$ cat src/rtl/cam_pkg.sv
// Shared encodings and defaults for the CAM front-end controller.
// Op, status and FSM state types plus geometry defaults.
package cam_pkg;

  localparam int CAM_DEPTH = 16;
  localparam int CAM_KEY_W = 8;
  localparam int CAM_IDX_W = 5;

  typedef enum logic [1:0] {
    OP_LOOKUP = 2'd0,
    OP_INSERT = 2'd1,
    OP_DELETE = 2'd2,
    OP_RSVD   = 2'd3
  } op_e;

  typedef enum logic [1:0] {
    ST_OK   = 2'd0,
    ST_MISS = 2'd1,
    ST_FULL = 2'd2
  } status_e;

  typedef enum logic [2:0] {
    IDLE   = 3'd0,
    SEARCH = 3'd1,
    EVAL   = 3'd2,
    WRITE  = 3'd3,
    RESP   = 3'd4
  } state_e;

endpackage

$ cat src/rtl/cam_free_pick.sv
// Lowest-clear-bit finder over the slot occupancy map.
// Reports the first free slot index and whether none is free.
module cam_free_pick
  import cam_pkg::*;
#(
  parameter int DEPTH = CAM_DEPTH,
  parameter int IDX_W = CAM_IDX_W
) (
  input  logic [DEPTH-1:0] occ,
  output logic [IDX_W-1:0] idx,
  output logic             all_full
);

  // Scan high to low so the lowest clear bit is the last one written.
  always_comb begin
    idx      = '0;
    all_full = 1'b1;
    for (int i = DEPTH - 1; i >= 0; i--) begin
      if (!occ[i]) begin
        idx      = IDX_W'(i);
        all_full = 1'b0;
      end
    end
  end

endmodule

$ cat src/rtl/cam_ctrl.sv
// Request sequencer in front of the 16-entry CAM.
// Searches, allocates, deletes and answers one request at a time.
module cam_ctrl
  import cam_pkg::*;
#(
  parameter int DEPTH = CAM_DEPTH,
  parameter int KEY_W = CAM_KEY_W,
  parameter int IDX_W = CAM_IDX_W
) (
  input  logic             clk,
  input  logic             rst,
  input  logic             req_valid,
  output logic             req_ready,
  input  logic [1:0]       req_op,
  input  logic [KEY_W-1:0] req_key,
  output logic             rsp_valid,
  input  logic             rsp_ready,
  output logic             rsp_hit,
  output logic [IDX_W-1:0] rsp_idx,
  output logic [1:0]       rsp_status,
  output logic [IDX_W-1:0] occ_count,
  output logic             cam_enable,
  output logic             cam_write,
  output logic [IDX_W-1:0] cam_addr,
  output logic [KEY_W-1:0] cam_data,
  output logic             cam_rst_n,
  input  logic [IDX_W-1:0] cam_out,
  input  logic             cam_found
);

  localparam int AW = $clog2(DEPTH);

  state_e           state;
  op_e              op;
  logic [KEY_W-1:0] key;
  logic [IDX_W-1:0] target;
  logic [DEPTH-1:0] occ;

  logic [IDX_W-1:0] free_idx;
  logic             all_full;
  logic             in_rng;
  logic             slot_occ;
  logic             live_hit;
  logic             stale_hit;
  logic             fresh;
  logic             ins_op;
  logic             del_op;
  logic             lk_op;

  function automatic logic [IDX_W-1:0] popcnt(
    input logic [DEPTH-1:0] v
  );
    logic [IDX_W-1:0] n;
    n = '0;
    for (int i = 0; i < DEPTH; i++) begin
      n = n + IDX_W'(v[i]);
    end
    return n;
  endfunction

  cam_free_pick #(
    .DEPTH(DEPTH),
    .IDX_W(IDX_W)
  ) u_pick (
    .occ     (occ),
    .idx     (free_idx),
    .all_full(all_full)
  );

  assign cam_rst_n = ~rst;
  assign req_ready = (state == IDLE);

  // A CAM match only counts if the slot is still live.
  assign in_rng    = (cam_out < IDX_W'(DEPTH));
  assign slot_occ  = in_rng & occ[cam_out[AW-1:0]];
  assign live_hit  = cam_found & slot_occ;
  assign stale_hit = cam_found & in_rng & ~slot_occ;
  assign fresh     = ~live_hit & ~stale_hit;

  assign ins_op = (op == OP_INSERT);
  assign del_op = (op == OP_DELETE);
  assign lk_op  = ~ins_op & ~del_op;

  // Main sequencer: request capture, CAM cycles, occupancy, response.
  always_ff @(posedge clk or posedge rst) begin
    if (rst) begin
      state      <= IDLE;
      op         <= OP_LOOKUP;
      key        <= '0;
      target     <= '0;
      occ        <= '0;
      rsp_valid  <= 1'b0;
      rsp_hit    <= 1'b0;
      rsp_idx    <= '0;
      rsp_status <= ST_OK;
      cam_enable <= 1'b0;
      cam_write  <= 1'b0;
      cam_addr   <= '0;
      cam_data   <= '0;
    end else begin
      cam_enable <= 1'b0;
      cam_write  <= 1'b0;
      unique case (state)
        IDLE: begin
          if (req_valid) begin
            op         <= op_e'(req_op);
            key        <= req_key;
            cam_enable <= 1'b1;
            cam_addr   <= '0;
            cam_data   <= req_key;
            state      <= SEARCH;
          end
        end
        SEARCH: begin
          state <= EVAL;
        end
        EVAL: begin
          state      <= RESP;
          rsp_valid  <= 1'b1;
          rsp_hit    <= 1'b0;
          rsp_idx    <= '0;
          rsp_status <= ST_MISS;
          unique case (1'b1)
            ins_op && live_hit: begin
              rsp_hit    <= 1'b1;
              rsp_idx    <= cam_out;
              rsp_status <= ST_OK;
            end
            ins_op && stale_hit: begin
              target     <= cam_out;
              rsp_valid  <= 1'b0;
              cam_enable <= 1'b1;
              cam_write  <= 1'b1;
              cam_addr   <= cam_out;
              cam_data   <= key;
              state      <= WRITE;
            end
            ins_op && fresh && !all_full: begin
              target     <= free_idx;
              rsp_valid  <= 1'b0;
              cam_enable <= 1'b1;
              cam_write  <= 1'b1;
              cam_addr   <= free_idx;
              cam_data   <= key;
              state      <= WRITE;
            end
            ins_op && fresh && all_full: begin
              rsp_status <= ST_FULL;
            end
            del_op && live_hit: begin
              occ[cam_out[AW-1:0]] <= 1'b0;
              rsp_hit    <= 1'b1;
              rsp_idx    <= cam_out;
              rsp_status <= ST_OK;
            end
            lk_op && live_hit: begin
              rsp_hit    <= 1'b1;
              rsp_idx    <= cam_out;
              rsp_status <= ST_OK;
            end
            default: begin
            end
          endcase
        end
        WRITE: begin
          occ[target[AW-1:0]] <= 1'b1;
          rsp_valid  <= 1'b1;
          rsp_hit    <= 1'b0;
          rsp_idx    <= target;
          rsp_status <= ST_OK;
          state      <= RESP;
        end
        RESP: begin
          if (rsp_ready) begin
            rsp_valid <= 1'b0;
            state     <= IDLE;
          end
        end
        default: begin
          state <= IDLE;
        end
      endcase
    end
  end

  // Live-slot count trails the occupancy map by one cycle.
  always_ff @(posedge clk or posedge rst) begin
    if (rst) begin
      occ_count <= '0;
    end else begin
      occ_count <= popcnt(occ);
    end
  end

endmodule

$ cat config.mk
export PLATFORM = sky130hd
export DESIGN_NAME = cam_ctrl
export DESIGN_NICKNAME = d
export VERILOG_FILES = /design/src/rtl/cam_pkg.sv /design/src/rtl/cam_free_pick.sv /design/src/rtl/cam_ctrl.sv
export SDC_FILE = /design/constraint.sdc
export NUM_CORES = 1
export LEC_CHECK = 0
export BUFFER_PORTS_ARGS = -buffer_cell sky130_fd_sc_hd__buf_2
export CORE_ASPECT_RATIO = 2
export CORE_MARGIN = 2
export CORE_UTILIZATION = 61
export CTS_CLUSTER_DIAMETER = 200
export DETAILED_ROUTE_END_ITERATION = 12
export PLACE_DENSITY = 0.93
export SLEW_MARGIN = 20
export SYNTH_ARGS = -nofsm -noshare
export SYNTH_HDL_FRONTEND = slang
export SYNTH_SLANG_ARGS = --single-unit
$ cat constraint.sdc
create_clock -name clk -period 5.8 [get_ports clk]
set_input_delay 0.58 -clock clk [delete_from_list [all_inputs] [get_ports clk]]
set_output_delay 0.58 -clock clk [all_outputs]
set_load 0.03 [all_outputs]
==> results.txt, run 1 <==
The flow ran to the end, and the final reports show no timing, DRC or antenna violations. Before antenna repair, the detailed router went through 4 iterations. The fraction of the core area covered by cells at the end of the flow was 71.1%; the die outline area was 6150 um2.

After detailed routing, the number of remaining DRC violations is 0. The endpoint identified for the worst register-to-register timing path is occ_count[4]. The worst setup path is captured at a flip-flop. At the worst endpoint, the arrival time is 3.77 ns. The synthesized design contains 0 enable-type register cells. The clock slew seen by the registers of the worst setup and hold paths is 0.07 ns, and the half-perimeter wire length of the detailed placement result is 6.22 mm. Adding up every negative setup slack in the final design gives 0 ns.

Synthesis instantiated 52 different standard cells from the library. TritonCTS built the clock tree. Of all flip-flops after synthesis, the portion carrying an async set or reset was 100%.

The cell accounting for the most synthesized area was sky130_fd_sc_hd__dfrtp_1. The run gives 62.5% as the starting density of the core. The power per unit of standard cell area works out to 527 nW/um2.

The global-route usage over all layers was 29.5%. In the finished design, the share of the clock period the worst path needs comes to 59.8%. For the largest net degree at the start of global routing, the log shows 65. The first global-routing pass estimated 13.4 mm of wire.

Summing the sequential cell areas from Yosys gives 47.0% of the chip area. The hold violation total from the final report is 0, and the slack of the worst reg-to-reg path is 2.33 ns. The routed design has 8.36 mm of wire.

The CTS H-tree depth is 3. Counting cells, the worst reg-to-reg path comes to 11. 51 I/O pins were placed.

The floorplan has 38 rows. The post-route netlist has 29.8% of its cells at a drive strength greater than 1. Measured against its own limit, the worst slew margin works out to 45.6%.

The mean number of vias per cell was 6.42. The initial antenna violation count came out at 0. The tightest min-delay check is of the in -> reg type. The mean instance size in the synthesized netlist is 11.0 um2. Sorting the synthesized cells by area gives the leading types as sky130_fd_sc_hd__dfrtp_1 (47%), sky130_fd_sc_hd__fa_1 (6.0%), sky130_fd_sc_hd__a21oi_1 (4.8%). For the total number of vias, the log shows 2690. For the highest achievable clock rate, the log shows 0.288 GHz. Setup violations remaining at the end of the flow were counted as 0. Buffers placed on the I/O ports in this run total 50. Counting flops and latches in the post-synthesis netlist gives 63. Transition time at the pin with the least slew margin: 0.814 ns.

Setup repair after global routing left no endpoint under its margin. Post-CTS repair changed the size of 0 cells. Along the worst hold path, the cell count comes to 2. CTS saw 63 sinks.

The end point of the critical path was occ_count[4]. The max-slew violation total from the final report was 0. After the last flow step, the layout net total stands at 392. The logs give 5370 um2 for the core footprint and 9 for the number of clock buffers inserted by TritonCTS.

In this run the cell area measured after placement is 3610 um2. The area growth from synthesis to layout is 13.8%. The tools report the element type at the critical path start as a flip-flop. Global routing finished with a remaining overflow of 0.

Along the worst path, the maximum fanout reaches 6. Number of inserted diodes: 0. The residual antenna-violating net count after detailed routing is 0, and the die outline width is 56.4 um. For the number of maximum-capacitance constraint violations, the log shows 0. The cell sitting at the root of the clock tree is a sky130_fd_sc_hd__clkbuf_8. Among all flip-flop cells after synthesis, the most frequent one is sky130_fd_sc_hd__dfrtp_1. The number of global-route vias before repair was 2790.

Yosys instantiated no cell more often than sky130_fd_sc_hd__dfrtp_1. The number of nets handed over by synthesis was 341. In this run the critical register-to-register path is launched from occ[5]. The clock passes through at most 2 buffers.

The critical path starts at occ[5]. The clock latency on the worst-skew pair was 0.35 ns. The warning count from the yosys run is 0, and the number of placed instances with taps included is 404. The tools report the final cell area excluding filler cells as 3820 um2. The data required time at the worst endpoint was 6.10 ns; the portion of synthesized cell area occupied by the leading cell type was 47.0%.

The count of routing violations after the opening detailed-route iteration is 85, and the netlist area before placement is 3360 um2. The count of hold-fix buffers inserted at cts came out at 0. Kind of critical path: reg -> reg. The largest voltage drop on the vdd net is 0.406 mV.

Post-detailed-route wirelength per cell: 19.9 um. After layout, the minimum clock period comes to 3.47 ns. The finished layout holds 419 standard cells, fillers aside.

The commonest cells after synthesis are sky130_fd_sc_hd__dfrtp_1 (63), sky130_fd_sc_hd__a21oi_1 (32), sky130_fd_sc_hd__inv_1 (22), sky130_fd_sc_hd__nand2_1 (15), sky130_fd_sc_hd__nor2_1 (12). The analysis attributes to cell leakage a power of 0.00187 uW. Height of the chip: 109 um. The tools report the synthesized instance count as 304.

The buffers inserted during post-CTS setup optimization came out at 0. For the weighted congestion reported at the end of routability-driven placement, the log shows 0.954. The logs give 0.00900 ns for the worst setup skew after layout and 396 for the fill cell total of the finished layout.
-- layout make-up --
cell class              count  area [um2]  area share (%)
clock buffers               9         124            3.24
clock inverters             6        86.3            2.26
inverters                  23        88.8            2.33
multi-input cells         207        1610            42.2
flip-flops and latches     63        1580            41.3
well taps                  60        75.1            1.97
repair buffers             51         258            6.75
-- worst max-delay path, cell delays in order, from the launching register on --
cell and delay (ns):
sky130_fd_sc_hd__dfrtp_1 0.44, sky130_fd_sc_hd__inv_1 0.11, sky130_fd_sc_hd__fa_1 0.56, sky130_fd_sc_hd__fa_1 0.44, sky130_fd_sc_hd__fa_1 0.53, sky130_fd_sc_hd__fa_1 0.41
sky130_fd_sc_hd__inv_1 0.06, sky130_fd_sc_hd__ha_1 0.17, sky130_fd_sc_hd__inv_1 0.06, sky130_fd_sc_hd__fa_1 0.40, sky130_fd_sc_hd__nor2b_1 0.13, sky130_fd_sc_hd__o21a_1 0.12
-- state kept, by name, indices dropped and copies added, names as in the netlist, 3 cells and up --
register,cells
cam_addr,5
cam_data,8
key,8
occ,16
occ_count,5
rsp_idx,5
state,3
target,5
-- stage by stage --
stage	hold slack (ns)	total power [uW]	worst slack, ns
4_1_cts	0.420	2010	2.30
2_1_floorplan	0.454	1360	2.48
5_1_grt	0.426	2120	2.17
3_5_place_dp	0.476	1600	2.32
3_3_place_gp	0.462	1560	2.40
6_report	0.421	2010	2.33
-- routing by layer --
layer	part of all wire, %	routed length, um	GRT usage, %	vias to the layer above
li1	-	-	-	1195
met1	34	2830	29.9	1324
met2	54	4540	52.4	127
met3	5.4	448	6.29	44
met4	6.5	542	20.9	0
met5	0	0	0	-
-- where the power goes --
group / switching, uW / total (uW) / internal (uW) / leakage, uW
Clock: 176 / 414 / 238 / 0.000105
Combinational: 526 / 880 / 353 / 0.00104
Sequential: 131 / 718 / 587 / 0.000733
-- worst min path at each step --
stage / start / to / slack (ns)
floorplan: target[4] / target[4] / 0.45
global placement: rsp_hit / rsp_hit / 0.46
detailed placement: target[4] / target[4] / 0.48
CTS: rsp_ready / state[2] / 0.42
global route: rsp_ready / state[2] / 0.43
finish: rsp_ready / state[2] / 0.42
-- cell families (layout without fill, tap and decap cells) --
family | Yosys count | count (layout) | synth area share, %
and+or+nand+nor | 86 | 86 | 15.0
buffers and inverters | 34 | 89 | 5.03
muxes | 20 | 20 | 6.52
AOI/OAI and AO/OA | 82 | 82 | 17.4
DFF | 63 | 63 | 47.0
adders and majority gates | 17 | 17 | 8.58
xor gates and xnor gates | 2 | 2 | 0.522
-- layout by cell type, fill, tap and decap left out, types with 8 or more instances in the layout --
master / netlist / final
sky130_fd_sc_hd__or2_2: 9 / 9
sky130_fd_sc_hd__fa_1: 10 / 10
sky130_fd_sc_hd__inv_1: 22 / 21
sky130_fd_sc_hd__nor3_1: 9 / 9
sky130_fd_sc_hd__o21ai_0: 9 / 9
sky130_fd_sc_hd__buf_2: 0 / 50
sky130_fd_sc_hd__mux2_2: 11 / 11
sky130_fd_sc_hd__nor2_1: 12 / 12
sky130_fd_sc_hd__mux2i_1: 8 / 8
sky130_fd_sc_hd__dfrtp_1: 63 / 63
sky130_fd_sc_hd__clkbuf_8: 0 / 9
sky130_fd_sc_hd__a21oi_1: 32 / 32
sky130_fd_sc_hd__nand2_1: 15 / 15
Power figures use the tool's default switching activity.
==> inputs of run 2 (changes only) <==
--- a/config.mk
+++ b/config.mk
@@ -8,10 +8,10 @@
 export BUFFER_PORTS_ARGS = -buffer_cell sky130_fd_sc_hd__buf_2
 export CORE_ASPECT_RATIO = 2
 export CORE_MARGIN = 2
-export CORE_UTILIZATION = 61
+export CORE_UTILIZATION = 51
 export CTS_CLUSTER_DIAMETER = 200
 export DETAILED_ROUTE_END_ITERATION = 12
-export PLACE_DENSITY = 0.93
+export PLACE_DENSITY = 0.84
 export SLEW_MARGIN = 20
 export SYNTH_ARGS = -nofsm -noshare
 export SYNTH_HDL_FRONTEND = slang
==> constraint.sdc (replaced) <==
create_clock -name clk -period 3.1 [get_ports clk]
set_input_delay 0.31 -clock clk [delete_from_list [all_inputs] [get_ports clk]]
set_output_delay 0.31 -clock clk [all_outputs]
set_load 0.03 [all_outputs]
==> results.txt, run 2 (synthesized netlist as in run 1, its figures left out) <==
STA classifies the critical path startpoint as a flip-flop. The cell count of the worst reg-to-reg path came out at 10 (-1). The total iterations of the first detailed-routing run is 5 (+1). For the clock latency on the worst-skew pair, the log shows 0.33 ns (-0.02 ns). The flow ran to the end, but the final reports show violations. The shortest clock period the worst path allows after layout was 3.31 ns (-0.156 ns); the worst slack at placement was -0.214 ns (-2.53 ns).

The logs give 3.32 ns (-2.78 ns) for the data required time at the worst endpoint and 44.6% (-1.0 points) for the worst max-slew margin expressed relative to the limit. STA classifies the critical path endpoint as a flip-flop. For the number of inserted diodes, the log shows 0 (unchanged). The run gives 0.0134 ns (-0.407 ns) as the worst hold slack. The power per unit of standard cell area was 1020 nW/um2 (+95%). The final reports fail on negative setup slack. The fill cell total of the finished layout came out at 506 (+28%).

The CTS H-tree depth is 3 (unchanged), and the transition time at the pin with the least slew margin is 0.830 ns (+0.0151 ns). The max-slew violation total from the final report came out at 0 (unchanged). The tools report the area of combinational cells with multiple inputs as 1620 um2 (+0.70%). Setup repair after global routing could not meet its margin everywhere. The largest fanout on the critical path was 2 (-4).

The top-level I/O count is 51 (unchanged). Die outline width: 61.4 um (+8.7%). The number of maximum-capacitance constraint violations was 0 (unchanged). Final clock period utilization by the worst path: 107% (+47 points).

The residual antenna-violating net count after detailed routing was 0 (unchanged). The clock slew seen by the registers of the worst setup and hold paths works out to 0.05 ns (-0.02 ns). The leftover overflow at the end of global routing came out at 0 (unchanged). The slack of the worst reg-to-reg path is -0.21 ns (-2.54 ns), and the filler-free cell count of the finished design is 459 (+9.5%). For the buffers inserted during post-CTS setup optimization, the log shows 0 (unchanged).

The tools report the global-route usage over all layers as 27.6% (-2.0 points). The logs give 0 (unchanged) for the count of hold-fix buffers inserted at cts and 14.5 mm (+8.1%) for the first-pass GRT wire length. For the highest achievable clock rate, the log shows 0.302 GHz (+4.7%). The number of clock buffers inserted by TritonCTS was 9 (unchanged); the number of sinks driven by the clock tree was 63 (unchanged).

The maximum root-to-sink buffer count is 2 (unchanged), and the worst endpoint data arrival time is 3.54 ns (-0.23 ns). The die outline area is 7280 um2 (+19%), and the flip-flop count of the largest register after layout is 16 (unchanged). The root buffer cell chosen for the clock tree is sky130_fd_sc_hd__clkbuf_16. Leaving out fill and tap cells, the most frequent cells in the layout are sky130_fd_sc_hd__dfrtp_1 (63), sky130_fd_sc_hd__buf_2 (50), sky130_fd_sc_hd__a21oi_1 (31). The logs give 4 (+4) for the setup-violating endpoint count in the final report and 3750 um2 (+4.0%) for the post-placement cell area. The leakage power is 0.00198 uW (+5.5%). The ratio of cells with drive above 1 in the final layout is 34.0% (+4.2 points), and the largest voltage drop on the vdd net is 0.732 mV (+80%).

The run gives 0 (unchanged) as the remaining design rule violation count. The end point of the critical path is occ_count[1]. The run gives 0 (unchanged) as the initial antenna violation count. Worst flop-to-flop path startpoint: occ[1]. The most common cell after layout, fill and taps aside is sky130_fd_sc_hd__dfrtp_1.

For the half-perimeter wire length of the detailed placement result, the log shows 6.73 mm (+8.2%). The tools report the core footprint as 6360 um2 (+18%). The tools report the total number of vias as 2701 (+0.41%). For the hold violation total from the final report, the log shows 0 (unchanged).

For the weighted congestion reported at the end of routability-driven placement, the log shows 0.981 (+2.8%). The largest registers in the layout are occ: 16 flops, cam_data: 8 flops, key: 8 flops. The run gives 2937 (+5.3%) as the number of global-route vias before repair.

The capture instance of the worst register-to-register path is occ_count[1]. The post-detailed-route wirelength per cell works out to 19.0 um (-4.6%). The post-route worst setup slack is -0.214 ns (-2.54 ns), and the worst setup skew after layout is 0.00461 ns (-0.00440 ns).

The tools report the number of placed instances with taps included as 444 (+9.9%). The height of the chip was 119 um (+9.0%). For the final cell area excluding filler cells, the log shows 4090 um2 (+7.0%). Largest register by flop count: occ.

Mean number of vias per cell: 5.88 (-8.3%). The tools report the startpoint of the worst setup timing path as occ[1]. The count of routing violations after the opening detailed-route iteration is 77 (-9.4%). The worst hold-check path type is in -> async.

The kind of critical path was reg -> reg. Relative to the synthesized area, the layout overhead comes to 21.7%. The largest net degree at the start of global routing came out at 43 (-34%). The logs give 1580 um2 (unchanged) for the combined flip-flop and latch cell area and 52.8% (-9.7 points) for the starting density of the core. Number of port buffers: 50 (unchanged). TritonCTS built the clock tree. The run gives 406 (+3.6%) as the number of nets in the layout. The number of rows in the core area came out at 41 (+7.9%). The final wirelength was 8.74 mm (+4.5%); the fraction of the core area covered by cells at the end of the flow was 64.2% (-6.9 points).
## run 2: critical path, cell delays in order, from the launching register on
cell and delay (ns):
sky130_fd_sc_hd__dfrtp_1 0.40, sky130_fd_sc_hd__fa_1 0.56, sky130_fd_sc_hd__inv_2 0.05, sky130_fd_sc_hd__fa_2 0.52, sky130_fd_sc_hd__fa_1 0.42, sky130_fd_sc_hd__fa_1 0.44, sky130_fd_sc_hd__inv_1 0.07, sky130_fd_sc_hd__ha_2 0.18
sky130_fd_sc_hd__inv_2 0.04, sky130_fd_sc_hd__fa_2 0.50, sky130_fd_sc_hd__inv_1 0.04
## run 2: per-layer routing
layer	part of all wire, %	wire length, um	GRT usage, %	vias to the layer above
li1	-	-	-	1219
met1	32	2790	28.0	1331
met2	57	4970	46.7	113
met3	4.3	376	6.78	38
met4	6.9	606	18.2	0
met5	0	0	0	-
## run 2: power by group
| part | total [uW] | internal (uW) | switching (uW) |
|---|---|---|---|
| sequential | 1320 | 1100 | 218 |
| clock | 1120 | 779 | 346 |
| combinational | 1740 | 706 | 1040 |
| total | 4190 | 2590 | 1600 |
## run 2: what timing repair did
item                       CTS  global route
cloned                       0             0
pin swaps                    0             5
setup endpoints to repair    4             4
resized for setup            3             2
## run 2: how the worst min path moves through the flow
stage | start | endpoint | cells after the start
6_report | rst | occ[6] | 2
4_1_cts | rst | occ[0] | 2
3_3_place_gp | rst | occ[4] | 2
3_5_place_dp | rst | occ[6] | 2
5_1_grt | rst | occ_count[2] | 2
2_1_floorplan | rsp_ready | state[2] | 1
## run 2: cell type report
cell class,count,share of cell area (%)
Clock inverter,4,2.33
Inverter,23,2.17
Tap cell,86,2.63
Sequential cell,63,38.6
Multi-Input combinational cell,207,39.7
Timing Repair Buffer,65,8.88
Clock buffer,11,5.70
## run 2: per-stage QoR
stage / setup TNS (ns) / total power, uW
floorplan: -0.330 / 2560
global placement: -0.393 / 2970
detailed placement: -0.773 / 3050
CTS: -0.778 / 4200
global route: -1.24 / 4460
finish: -0.735 / 4190
==> inputs of run 3 (changes only) <==
--- a/config.mk
+++ b/config.mk
@@ -6,8 +6,8 @@
 export NUM_CORES = 1
 export LEC_CHECK = 0
 export BUFFER_PORTS_ARGS = -buffer_cell sky130_fd_sc_hd__buf_2
-export CORE_ASPECT_RATIO = 2
-export CORE_MARGIN = 2
+export CORE_ASPECT_RATIO = 1.75
+export CORE_MARGIN = 8
 export CORE_UTILIZATION = 51
 export CTS_CLUSTER_DIAMETER = 200
 export DETAILED_ROUTE_END_ITERATION = 12
==> results.txt, run 3 (synthesized netlist as in run 1, its figures left out) <==
The height of the chip is 123 um (+3.9%), and the total number of vias is 2757 (+2.1%). For the final cell area excluding filler cells, the log shows 4140 um2 (+1.4%). The mean number of vias per cell is 5.98 (+1.6%). For the number of global-route vias before repair, the log shows 2989 (+1.8%). The run gives 39 (-4.9%) as the number of rows in the core area. Largest fanout on the critical path: 2 (unchanged).

The area of combinational cells with multiple inputs is 1640 um2 (+1.2%), and the leftover overflow at the end of global routing is 0 (unchanged). The net switching power was 1690 uW (+5.5%). The number of inserted diodes was 0 (unchanged); the maximum root-to-sink buffer count was 2 (unchanged). STA classifies the critical path startpoint as a flip-flop.

Part of the total power dissipated in sequential elements: 30.8% (-0.7 points). Setup repair after global routing could not meet its margin everywhere. The number of port buffers is 50 (unchanged), and the CTS H-tree depth is 3 (unchanged). The transition time at the pin with the least slew margin is 0.815 ns (-0.0140 ns), and the die outline width is 77.3 um (+26%).

The most common cell after layout, fill and taps aside was sky130_fd_sc_hd__dfrtp_1. The post-detailed-route wirelength per cell works out to 19.9 um (+4.8%). TritonCTS built the clock tree. The combined flip-flop and latch cell area is 1580 um2 (unchanged), and the flip-flop count of the largest register after layout is 16 (unchanged).

The logs give 3770 um2 (+0.47%) for the post-placement cell area and 63 (unchanged) for the number of sinks driven by the clock tree. Worst setup skew after layout: 0.00520 ns (+0.000596 ns). For the half-perimeter wire length of the detailed placement result, the log shows 6.94 mm (+3.0%). The first-pass GRT wire length came out at 15.1 mm (+4.3%). The worst hold path belongs to the class in -> async. The combinational fraction of design power is 43.6% (+2.0 points). The share of power burned in the clock network is 25.7% (-1.2 points), and the total iterations of the first detailed-routing run is 4 (-1). The number of clock buffers inserted by TritonCTS is 9 (unchanged).

The post-route worst setup slack is -0.202 ns (+0.0119 ns). The largest voltage drop on the vdd net is 0.888 mV (+21%), and the fill cell total of the finished layout is 557 (+10%). For the largest net degree at the start of global routing, the log shows 42 (-2.3%). The data required time at the worst endpoint is 3.37 ns (+0.05 ns). Among all stages on the critical path, the largest delay is contributed by sky130_fd_sc_hd__fa_1.

The critical path goes through fa_1, fa_1, inv_2, fa_1, fa_2, inv_2, ha_4, inv_2, fa_2, nor2b_1, o21a_1. The tools report the core footprint as 6440 um2 (+1.3%). The count of routing violations after the opening detailed-route iteration came out at 196 (+150%). For the remaining design rule violation count, the log shows 0 (unchanged).

The setup-violating endpoint count in the final report was 4 (unchanged). Max-slew violation total from the final report: 0 (unchanged). The power per unit of standard cell area is 1040 nW/um2 (+1.7%), and the peak per-stage delay on the critical path is 0.51 ns (-0.05 ns). The setup path with the least slack is of type reg -> reg. The clock slew seen by the registers of the worst setup and hold paths is 0.05 ns (about the same). The weighted congestion reported at the end of routability-driven placement came out at 0.968 (-1.3%). Kind of capture point of the worst setup path: a flip-flop. The worst endpoint data arrival time is 3.57 ns (+0.03 ns), and the fraction of the core area covered by cells at the end of the flow is 64.3% (+0.076 points). The run gives 45.5% (+0.94 points) as the worst max-slew margin expressed relative to the limit. The number of maximum-capacitance constraint violations came out at 0 (unchanged). The tools report the number of nets in the layout as 411 (+1.2%).

The final wirelength is 9.19 mm (+5.2%). The switching part of the total power was 39.1% (+0.90 points); the starting density of the core was 52.1% (-0.66 points). The tools report the clock latency on the worst-skew pair as 0.33 ns (about the same). The top cell types in the final layout, fill and taps aside, are sky130_fd_sc_hd__dfrtp_1 (63), sky130_fd_sc_hd__buf_2 (50), sky130_fd_sc_hd__a21oi_1 (31). The root cell of the clock tree is sky130_fd_sc_hd__clkbuf_16. The run finished, with violations left. The shortest clock period the worst path allows after layout works out to 3.30 ns (-0.0119 ns). The residual antenna-violating net count after detailed routing came out at 0 (unchanged).

In the final layout, the registers with the most flip-flops are occ: 16 flops, cam_data: 8 flops, key: 8 flops. For the highest achievable clock rate, the log shows 0.303 GHz (+0.36%). Largest register by flop count: occ. The final clock period utilization by the worst path is 107% (-0.38 points), and the global-route usage over all layers is 20.3% (-7.3 points). The ratio of cells with drive above 1 in the final layout came out at 36.4% (+2.4 points). The checks that failed: negative setup slack. The logs give 0 (unchanged) for the initial antenna violation count and 0 (unchanged) for the hold violation total from the final report. The tools report the die outline area as 9530 um2 (+31%).

For the worst hold slack, the log shows 0.0142 ns (+0.000752 ns). The leakage power was 0.00200 uW (+1.3%); the top-level I/O count was 51 (unchanged). The signed area change from the synthesized netlist to the final layout was 23.4%; the cell-internal power was 2630 uW (+1.6%).
[run 3: final cells by class]
type / instances / area share [%]
inverter: 23 / 2.15
sequential: 63 / 38.1
multi-input combinational: 207 / 39.6
clock inverter: 6 / 2.24
clock buffer: 10 / 5.77
timing repair buffer: 70 / 9.67
tap: 82 / 2.48
[run 3: metrics by stage]
stage / worst slack (ns) / total power, uW / TNS (ns) / instances
2_1_floorplan: -0.144 / 2560 / -0.330 / 304
3_3_place_gp: -0.162 / 3000 / -0.398 / 443
3_5_place_dp: -0.219 / 3090 / -0.681 / 443
4_1_cts: -0.214 / 4300 / -0.782 / 460
5_1_grt: -0.335 / 4560 / -1.29 / 461
6_report: -0.202 / 4320 / -0.775 / 461
[run 3: what timing repair did]
item,CTS,global route
resized for setup,6,3
pin swaps,6,2
setup endpoints to repair,4,4
hold buffers,0,0
hold endpoints to repair,0,0
cloned,0,0
setup buffers,1,1
[run 3: path summary, 6_finish.rpt]
path | start | endpoint | slack, ns | cells past startpoint
max | occ[11] | occ_count[4] | -0.20 | 11
min | rst | cam_write | 0.01 | 2
max reg2reg | occ[11] | occ_count[4] | -0.20 | 11
min reg2reg | rsp_idx[4] | rsp_idx[4] | 0.48 | 2
max in group asynchronous | rst | target[1] | 2.20 | 3
min in group clk | rsp_ready | state[2] | 0.19 | 2
[run 3: power groups by stage]
stage	Clock (uW)	Combinational, uW	Sequential, uW
2_1_floorplan	0	1020	1540
3_3_place_gp	0	1690	1310
3_5_place_dp	0	1770	1330
4_1_cts	1120	1860	1320
5_1_grt	1160	2050	1360
6_report	1110	1880	1330
[run 3: metal layers]
metal  routed length (um)  up-vias  GRT usage, %  part of all wire [%]
met5                    0        -             0                     0
met4                  402        0          10.1                   4.4
met3                  578       36          6.55                   6.3
met2                 5160      101          38.9                    56
met1                 3060     1390          18.7                    33
li1                     -     1230             -                     -
[run 3: worst max-delay path: cells and delay by family, from the launching register on]
kind,cells,cell delay [ns]
adder cells (fa/ha/maj),6,2.46
flip-flops,1,0.40
buffers and inverters,3,0.15
AND/OR/NAND/NOR,1,0.12
AO/OA/AOI/OAI,1,0.11
